### config.mk
export PLATFORM = sky130hd
export DESIGN_NAME = qa_drv_hc_write_tracker
export DESIGN_NICKNAME = d
export VERILOG_FILES = /design/src/rtl/qa_drv_hc_write_tracker_pkg.sv /design/src/rtl/qa_drv_hc_sat_updown_counter.sv /design/src/rtl/qa_drv_hc_write_tracker.sv
export SDC_FILE = /design/constraint.sdc
export NUM_CORES = 1
export LEC_CHECK = 0
export BUFFER_PORTS_ARGS = -buffer_cell sky130_fd_sc_hd__clkbuf_2
export CAP_MARGIN = 20
export CORE_MARGIN = 8
export CORE_UTILIZATION = 38
export CTS_CLUSTER_SIZE = 24
export DETAILED_ROUTE_END_ITERATION = 10
export GPL_ROUTABILITY_DRIVEN = 0
export MAX_ROUTING_LAYER = met4
export SYNTH_ARGS = -nofsm -noshare
export SYNTH_HDL_FRONTEND = slang
export SYNTH_SLANG_ARGS = --single-unit
export TNS_END_PERCENT = 1
### constraint.sdc
create_clock -name clk -period 5.7 [get_ports clk]
set_clock_uncertainty 0.15 [all_clocks]
set_input_delay 1.14 -clock clk [delete_from_list [all_inputs] [get_ports clk]]
set_output_delay 1.14 -clock clk [all_outputs]
set_load 0.02 [all_outputs]
### src/rtl/qa_drv_hc_write_tracker_pkg.sv
// Shared types and default constants for the CCI write tracker.
package qa_drv_hc_write_tracker_pkg;

    localparam int DEF_MAX_OUTSTANDING = 64;
    localparam int DEF_THROTTLE_THRESH = 56;
    localparam int DEF_TIMEOUT_CYCLES  = 4096;

    typedef enum logic [1:0] {
        IDLE  = 2'd0,
        DRAIN = 2'd1,
        ACK   = 2'd2
    } t_wr_trk_state;

endpackage

### src/rtl/qa_drv_hc_sat_updown_counter.sv
// Saturating up/down counter: one increment and two decrement strobes per cycle.
// The count clamps to 0 below and MAX_COUNT above; the flags report when the
// raw next value fell outside that range in the current cycle.
module qa_drv_hc_sat_updown_counter #(
    parameter int MAX_COUNT = 64,
    parameter int CNT_W     = $clog2(MAX_COUNT + 1)
) (
    input  logic             clk,
    input  logic             reset,
    input  logic             inc_i,
    input  logic             dec0_i,
    input  logic             dec1_i,
    output logic [CNT_W-1:0] count_o,
    output logic [CNT_W-1:0] next_count_o,
    output logic             underflow_o,
    output logic             overflow_o
);

    // Two extra bits: one for the +1 headroom, one for the sign of -2.
    localparam logic signed [CNT_W+1:0] MAX_S = signed'((CNT_W + 2)'(MAX_COUNT));
    localparam logic [CNT_W-1:0]        MAX_C = CNT_W'(MAX_COUNT);

    logic [CNT_W-1:0]        count_q;
    logic [CNT_W-1:0]        count_d;
    logic signed [CNT_W+1:0] sum_w;
    logic                    underflow_w;
    logic                    overflow_w;

    // Signed next-count arithmetic followed by clamping into [0, MAX_COUNT].
    always_comb begin
        // NOTE: every output of this block gets a default first so no path
        // leaves a value unassigned and no latch is inferred.
        count_d     = count_q;
        sum_w       = signed'({2'b00, count_q})
                    + signed'({{(CNT_W + 1){1'b0}}, inc_i})
                    - signed'({{(CNT_W + 1){1'b0}}, dec0_i})
                    - signed'({{(CNT_W + 1){1'b0}}, dec1_i});
        underflow_w = sum_w[CNT_W+1];
        overflow_w  = !underflow_w && (sum_w > MAX_S);
        if (underflow_w) begin
            count_d = '0;
        end else if (overflow_w) begin
            count_d = MAX_C;
        end else begin
            count_d = sum_w[CNT_W-1:0];
        end
    end

    // Count register.
    always_ff @(posedge clk) begin
        // NOTE: sequential state uses non-blocking assignments so every
        // register samples pre-edge values regardless of statement order.
        if (reset) begin
            count_q <= '0;
        end else begin
            count_q <= count_d;
        end
    end

    assign count_o      = count_q;
    assign next_count_o = count_d;
    assign underflow_o  = underflow_w;
    assign overflow_o   = overflow_w;

endmodule

### src/rtl/qa_drv_hc_write_tracker.sv
// Tracks CCI writes in flight (issued on tx1, acknowledged on rx0/rx1),
// throttles the write arbiter near the limit and implements a write fence:
// fence_req drains all outstanding writes, then fence_ack pulses once.
// Optional drain watchdog: define QA_DRV_HC_WRITE_TRACKER_TIMEOUT_EN.
module qa_drv_hc_write_tracker
    import qa_drv_hc_write_tracker_pkg::*;
#(
    parameter int MAX_OUTSTANDING = DEF_MAX_OUTSTANDING,
    parameter int THROTTLE_THRESH = DEF_THROTTLE_THRESH, // legal 1..MAX_OUTSTANDING
    parameter int TIMEOUT_CYCLES  = DEF_TIMEOUT_CYCLES,
    localparam int CNT_W          = $clog2(MAX_OUTSTANDING + 1)
) (
    input  logic             clk,
    input  logic             reset,
    input  logic             tx1_wrvalid,
    input  logic             rx0_wrrsp,
    input  logic             rx1_wrrsp,
    input  logic             fence_req,
    output logic             fence_ack,
    output logic             throttle,
    output logic [CNT_W-1:0] outstanding,
    output logic             idle,
    output logic             err_underflow,
    output logic             err_overflow
`ifdef QA_DRV_HC_WRITE_TRACKER_TIMEOUT_EN
   ,output logic             err_timeout
`endif
);

    localparam logic [CNT_W-1:0] THRESH_C = CNT_W'(THROTTLE_THRESH);

    // Reject illegal parameter combinations at elaboration.
    if (THROTTLE_THRESH < 1 || THROTTLE_THRESH > MAX_OUTSTANDING || TIMEOUT_CYCLES < 1) begin : g_bad_params
        $error("qa_drv_hc_write_tracker: illegal THROTTLE_THRESH or TIMEOUT_CYCLES");
    end

    t_wr_trk_state    state_q;
    t_wr_trk_state    state_d;
    logic [CNT_W-1:0] count_w;
    logic [CNT_W-1:0] next_count_w;
    logic             underflow_w;
    logic             overflow_w;
    logic             drain_hold_w;
    logic             throttle_q;
    logic             idle_q;
    logic             err_underflow_q;
    logic             err_overflow_q;

    qa_drv_hc_sat_updown_counter #(
        .MAX_COUNT (MAX_OUTSTANDING),
        .CNT_W     (CNT_W)
    ) u_counter (
        .clk          (clk),
        .reset        (reset),
        .inc_i        (tx1_wrvalid),
        .dec0_i       (rx0_wrrsp),
        .dec1_i       (rx1_wrrsp),
        .count_o      (count_w),
        .next_count_o (next_count_w),
        .underflow_o  (underflow_w),
        .overflow_o   (overflow_w)
    );

`ifdef QA_DRV_HC_WRITE_TRACKER_TIMEOUT_EN
    localparam int             WD_W  = $clog2(TIMEOUT_CYCLES + 1);
    localparam logic [WD_W-1:0] WD_MAX = WD_W'(TIMEOUT_CYCLES);
    localparam logic [WD_W-1:0] WD_HIT = WD_W'(TIMEOUT_CYCLES - 1);

    logic [WD_W-1:0] wd_q;
    logic            err_timeout_q;
    logic            timeout_hit_w;

    // This cycle is the TIMEOUT_CYCLES-th consecutive cycle spent in DRAIN.
    assign timeout_hit_w = (state_q == DRAIN) && (wd_q == WD_HIT);
    // After a timeout the fence is stuck in DRAIN until reset.
    assign drain_hold_w  = err_timeout_q || timeout_hit_w;

    // Drain watchdog: counts DRAIN cycles (saturating), clears outside DRAIN.
    always_ff @(posedge clk) begin
        if (reset) begin
            wd_q          <= '0;
            err_timeout_q <= 1'b0;
        end else begin
            if (state_q == DRAIN) begin
                if (wd_q != WD_MAX) begin
                    wd_q <= wd_q + WD_W'(1);
                end
            end else begin
                wd_q <= '0;
            end
            err_timeout_q <= err_timeout_q || timeout_hit_w;
        end
    end

    assign err_timeout = err_timeout_q;
`else
    assign drain_hold_w = 1'b0;
`endif

    // FSM state register.
    always_ff @(posedge clk) begin
        if (reset) begin
            state_q <= IDLE;
        end else begin
            state_q <= state_d;
        end
    end

    // FSM next state: fence_req is only looked at in IDLE; DRAIN exits once
    // the registered count is zero and no write is being issued this cycle.
    always_comb begin
        state_d = state_q;
        unique case (state_q)
            IDLE:    if (fence_req) state_d = DRAIN;
            DRAIN:   if ((count_w == '0) && !tx1_wrvalid && !drain_hold_w) state_d = ACK;
            ACK:     state_d = IDLE;
            default: state_d = IDLE;
        endcase
    end

    // FSM output: fence_ack is high for the single cycle spent in ACK.
    always_comb begin
        fence_ack = (state_q == ACK);
    end

    // Registered status outputs, derived from next count and next state;
    // error flags are sticky until reset.
    always_ff @(posedge clk) begin
        if (reset) begin
            throttle_q      <= 1'b0;
            idle_q          <= 1'b1;
            err_underflow_q <= 1'b0;
            err_overflow_q  <= 1'b0;
        end else begin
            throttle_q      <= (next_count_w >= THRESH_C) || (state_d != IDLE);
            idle_q          <= (next_count_w == '0) && (state_d == IDLE);
            err_underflow_q <= err_underflow_q || underflow_w;
            err_overflow_q  <= err_overflow_q || overflow_w;
        end
    end

    assign throttle      = throttle_q;
    assign idle          = idle_q;
    assign outstanding   = count_w;
    assign err_underflow = err_underflow_q;
    assign err_overflow  = err_overflow_q;

endmodule

==> results by group <==
GRT
  – Vias in the first global route: about 790
  – Number of antenna violations at the first check in global routing: 0
  – Congestion Overflow GR: 0
  – Global-route wire length before repair: between 3000 and 4000 um
  – Maximum number of pins on one net before global-route repair: 12
  – Total routing resource utilization after global routing: 10.6%

Power
  – Max VDD drop: around 0.35 mV
  – Cell internal power dissipation: ~0.36 mW
  – Pwr dens: between 600 and 700 mW/mm2
  – Part of the total power dissipated in combinational logic: 66.8%
  – Reg power frac: between 20% and 30%
  – Switching power share of the total: 48.7%
  – Part of the power in the clock network: just under 8%
  – Net switching power: 0.340 mW
  – Static Leakage: 0.478 nW

Clock tree
  – Clock transition at path regs: 0.07 ns
  – Clock latency at the later pin of the worst-skew pair: between 0.2 and 0.3 ns
  – Number of setup buffers added after CTS: 0
  – TritonCTS Buffers: 3
  – TritonCTS clock tree: done
  – Buffer type at the clock tree root: sky130_fd_sc_hd__clkbuf_4
  – Hold buffers post-CTS: 0
  – Clock Path Buffers: 2
  – Number of resized instances in the post-cts repair step: 0
  – H-tree levels: 1
  – Number of clock sinks seen by CTS: 13

Floorplanning
  – Area enclosed by the die boundary: ~0.0046 mm2
  – Core area: about 0.0025 mm2
  – Number of standard-cell rows in the floorplan: 18
  – Number of top-level design ports: 18
  – X dimension of the die: about 68 um
  – Initial Utilization: roughly two fifths
  – Floorplan die height: roughly 68 um

Critical path
  – Crit path max fanout: 8
  – Critical path data required time: 5.77 ns
  – Crit-path max cell delay: 0.51 ns
  – Data arrival time of the worst path: about 3.8 ns
  – Buffers & Inverters on Critical Path: 2
  – CP dominant cell by count: sky130_fd_sc_hd__ha_1
  – Startpoint kind of the worst setup timing path: input port
  – Top Family by Delay on Critical Path: adder cells
  – Setup Crit Path Kind: in -> reg
  – Cell with the largest stage delay on the worst path: sky130_fd_sc_hd__a2111o_2
  – Category of the worst setup path capture point: flop
  – Cells along the critical path: clkbuf_2 > ha_1 > inv_1 > fa_1 > ha_1 > and3_1 > a31o_2 > xnor2_4 > nand4_2 > a2111o_2 > nor2b_2

Route
  – Per-cell routed wire length: 14.2 um
  – Number of vias in the routed layout: 825
  – Routed wire length: 2170 um
  – Initial detailed-routing violation count: 46
  – Number of design rule violations left after detail routing: 0
  – Number of nets still failing antenna checks after routing: 0
  – Drt via density: 5.39
  – Total iterations of the first detailed-routing run: 4

Cells and area
  – Diode insertion count for antenna repair: 0
  – Share of final-layout standard cells stronger than drive strength 1: a little under a third
  – Post-layout net count: around 130
  – Area grow syn2layout: 11.5%
  – Filler cell count in the final layout: about 250
  – Most frequent cells in the layout: 17 x sky130_fd_sc_hd__clkbuf_2, 14 x sky130_fd_sc_hd__nor2_1, 13 x sky130_fd_sc_hd__dfxtp_1
  – Area taken by flip-flops and latches: around 260 um2
  – Most common library cell in the layout ignoring fill and taps: sky130_fd_sc_hd__clkbuf_2
  – Area of the multi-input gates: roughly 690 um2

Placement
  – Final HPWL from detailed placement: 1740 um
  – Buffers added on ports: 17

Timing
  – Slew at the pin closest to its max-slew limit: 0.580 ns
  – Number of slew-limit violations in the final report: 0
  – Final critical-path share of the clock period: between 60% and 70%
  – Fin Setup TNS: 0 ns
  – Highest attainable clock frequency: roughly 270 MHz
  – Number of hold-slack violations in the final timing report: 0
  – Min cycle time layout: 3.71 ns
  – Setup repair after global routing missed its margin: false
  – Minimum hold slack: 0.313 ns
  – Relative max-transition margin: around three fifths
  – Final number of setup-violating endpoints: 0

Status
  – Outcome: complete, no violations

Synth
  – Count of flip-flops with a built-in enable after synthesis: 0
  – Number of storage elements in the synthesis netlist: 13
  – Synthesis warning total: 0
  – Per-instance average area after synthesis: 9.53 um2
  – Cell variety after synth: 46
  – Netlist area before placement: around 0.001 mm2
  – Gate count of the mapped netlist: about 110
  – Net Count, Synth: ~120
  – Primary flip-flop cell chosen by synthesis mapping: sky130_fd_sc_hd__dfxtp_1
  – Post-synthesis async set-or-reset flop share: 0%
  – Part of the Yosys area used for sequential elements: 25.8%

Min path
  – Worst hold path class: reg -> reg

Flow run
  – Max-capacitance violation count: 0
==> worst register-to-register path: cells and delay by family (launching register included) <==
kind | cells | cell delay, ns
buf+inv | 1 | 0.11
xor+xnor | 1 | 0.16
compound gates | 2 | 0.76
simple gates | 3 | 0.60
flops | 1 | 0.35
fa+ha+maj | 3 | 0.91
==> power groups by stage <==
stage | Clock, mW | Combinational, mW | Sequential [mW]
3_3_place_gp | 0 | 0.466 | 0.179
3_5_place_dp | 0 | 0.464 | 0.178
5_1_grt | 0.0639 | 0.513 | 0.183
4_1_cts | 0.0586 | 0.467 | 0.176
6_report | 0.0551 | 0.466 | 0.177
2_1_floorplan | 0 | 0.360 | 0.192
==> cells in the mapped netlist, types with 2 or more instances <==
master / number / area (um2)
sky130_fd_sc_hd__xnor2_1: 5 / 43.8
sky130_fd_sc_hd__xor2_2: 2 / 32.5
sky130_fd_sc_hd__buf_2: 2 / 10.0
sky130_fd_sc_hd__nand4_1: 2 / 12.5
sky130_fd_sc_hd__and3_1: 4 / 25.0
sky130_fd_sc_hd__a31oi_1: 2 / 12.5
sky130_fd_sc_hd__nor4_1: 2 / 12.5
sky130_fd_sc_hd__nand2_1: 4 / 15.0
sky130_fd_sc_hd__xnor2_4: 3 / 82.6
sky130_fd_sc_hd__ha_1: 3 / 37.5
sky130_fd_sc_hd__a21o_1: 3 / 22.5
sky130_fd_sc_hd__or2_2: 2 / 12.5
sky130_fd_sc_hd__nor2_1: 14 / 52.6
sky130_fd_sc_hd__nor3_1: 5 / 25.0
sky130_fd_sc_hd__a21oi_1: 2 / 10.0
sky130_fd_sc_hd__inv_1: 5 / 18.8
sky130_fd_sc_hd__dfxtp_1: 13 / 260
sky130_fd_sc_hd__nor2b_1: 2 / 12.5
sky130_fd_sc_hd__nor3b_1: 3 / 22.5
sky130_fd_sc_hd__buf_6: 2 / 22.5
==> registers in the layout, summed over array words and instances, names as in the netlist <==
signal and flops:
throttle 1, err_underflow 1, u_counter.count_o 7, err_overflow 1, state_q 2, idle 1
==> logic make-up (layout without fill, tap and decap cells) <==
family,after synthesis,count (layout),share of synthesized area [%]
AOI/OAI and AO/OA,17,17,15.6
xor gates and xnor gates,11,11,16.6
adders and majority gates,4,4,5.70
buffers and inverters,10,27,5.45
DFF,13,13,25.8
muxes,1,1,0.991
and+or+nand+nor,50,50,29.9
==> path summary, 6_finish.rpt <==
kind                                   start                              end  slack [ns]  depth (start not counted)
max reg2reg  u_counter.count_o[0]$_SDFF_PP0_  u_counter.count_o[5]$_SDFF_PP0_        2.62                         10
min reg2reg            state_q[1]$_SDFF_PP0_            state_q[1]$_SDFF_PP0_        0.31                          1
min                    state_q[1]$_SDFF_PP0_            state_q[1]$_SDFF_PP0_        0.31                          1
max                              tx1_wrvalid  u_counter.count_o[5]$_SDFF_PP0_        1.99                         11
==> layer usage <==
metal  global-route usage [%]  routed length, um  up-vias
li1                         -                  -      412
met1                     13.9               1080      395
met2                     15.7                985       16
met3                     3.97                 99        2
met4                    0.783                  4        0
met5                        -                  0        -
==> per-stage QoR <==
stage / std cells / instance area [um2] / util (%) / total power, mW / worst slack, ns
after floorplan: 106 / 1010 / - / 0.552 / 1.97
after global placement: 149 / 1100 / 44.0 / 0.645 / 1.70
after detailed placement: 149 / 1100 / 44.0 / 0.642 / 1.72
after CTS: 153 / 1130 / 45.0 / 0.702 / 2.00
after global routing: 153 / 1130 / 45.0 / 0.760 / 1.82
final: 153 / 1130 / 45.0 / 0.697 / 1.99
==> area by class of cell <==
cell class | count | area share (%)
sequential | 13 | 23.1
inverter | 6 | 2.00
tap | 30 | 3.33
multi-input combinational | 83 | 61.7
timing repair buffer | 17 | 7.56
clock buffer | 4 | 2.33
Power figures use the tool's default switching activity.
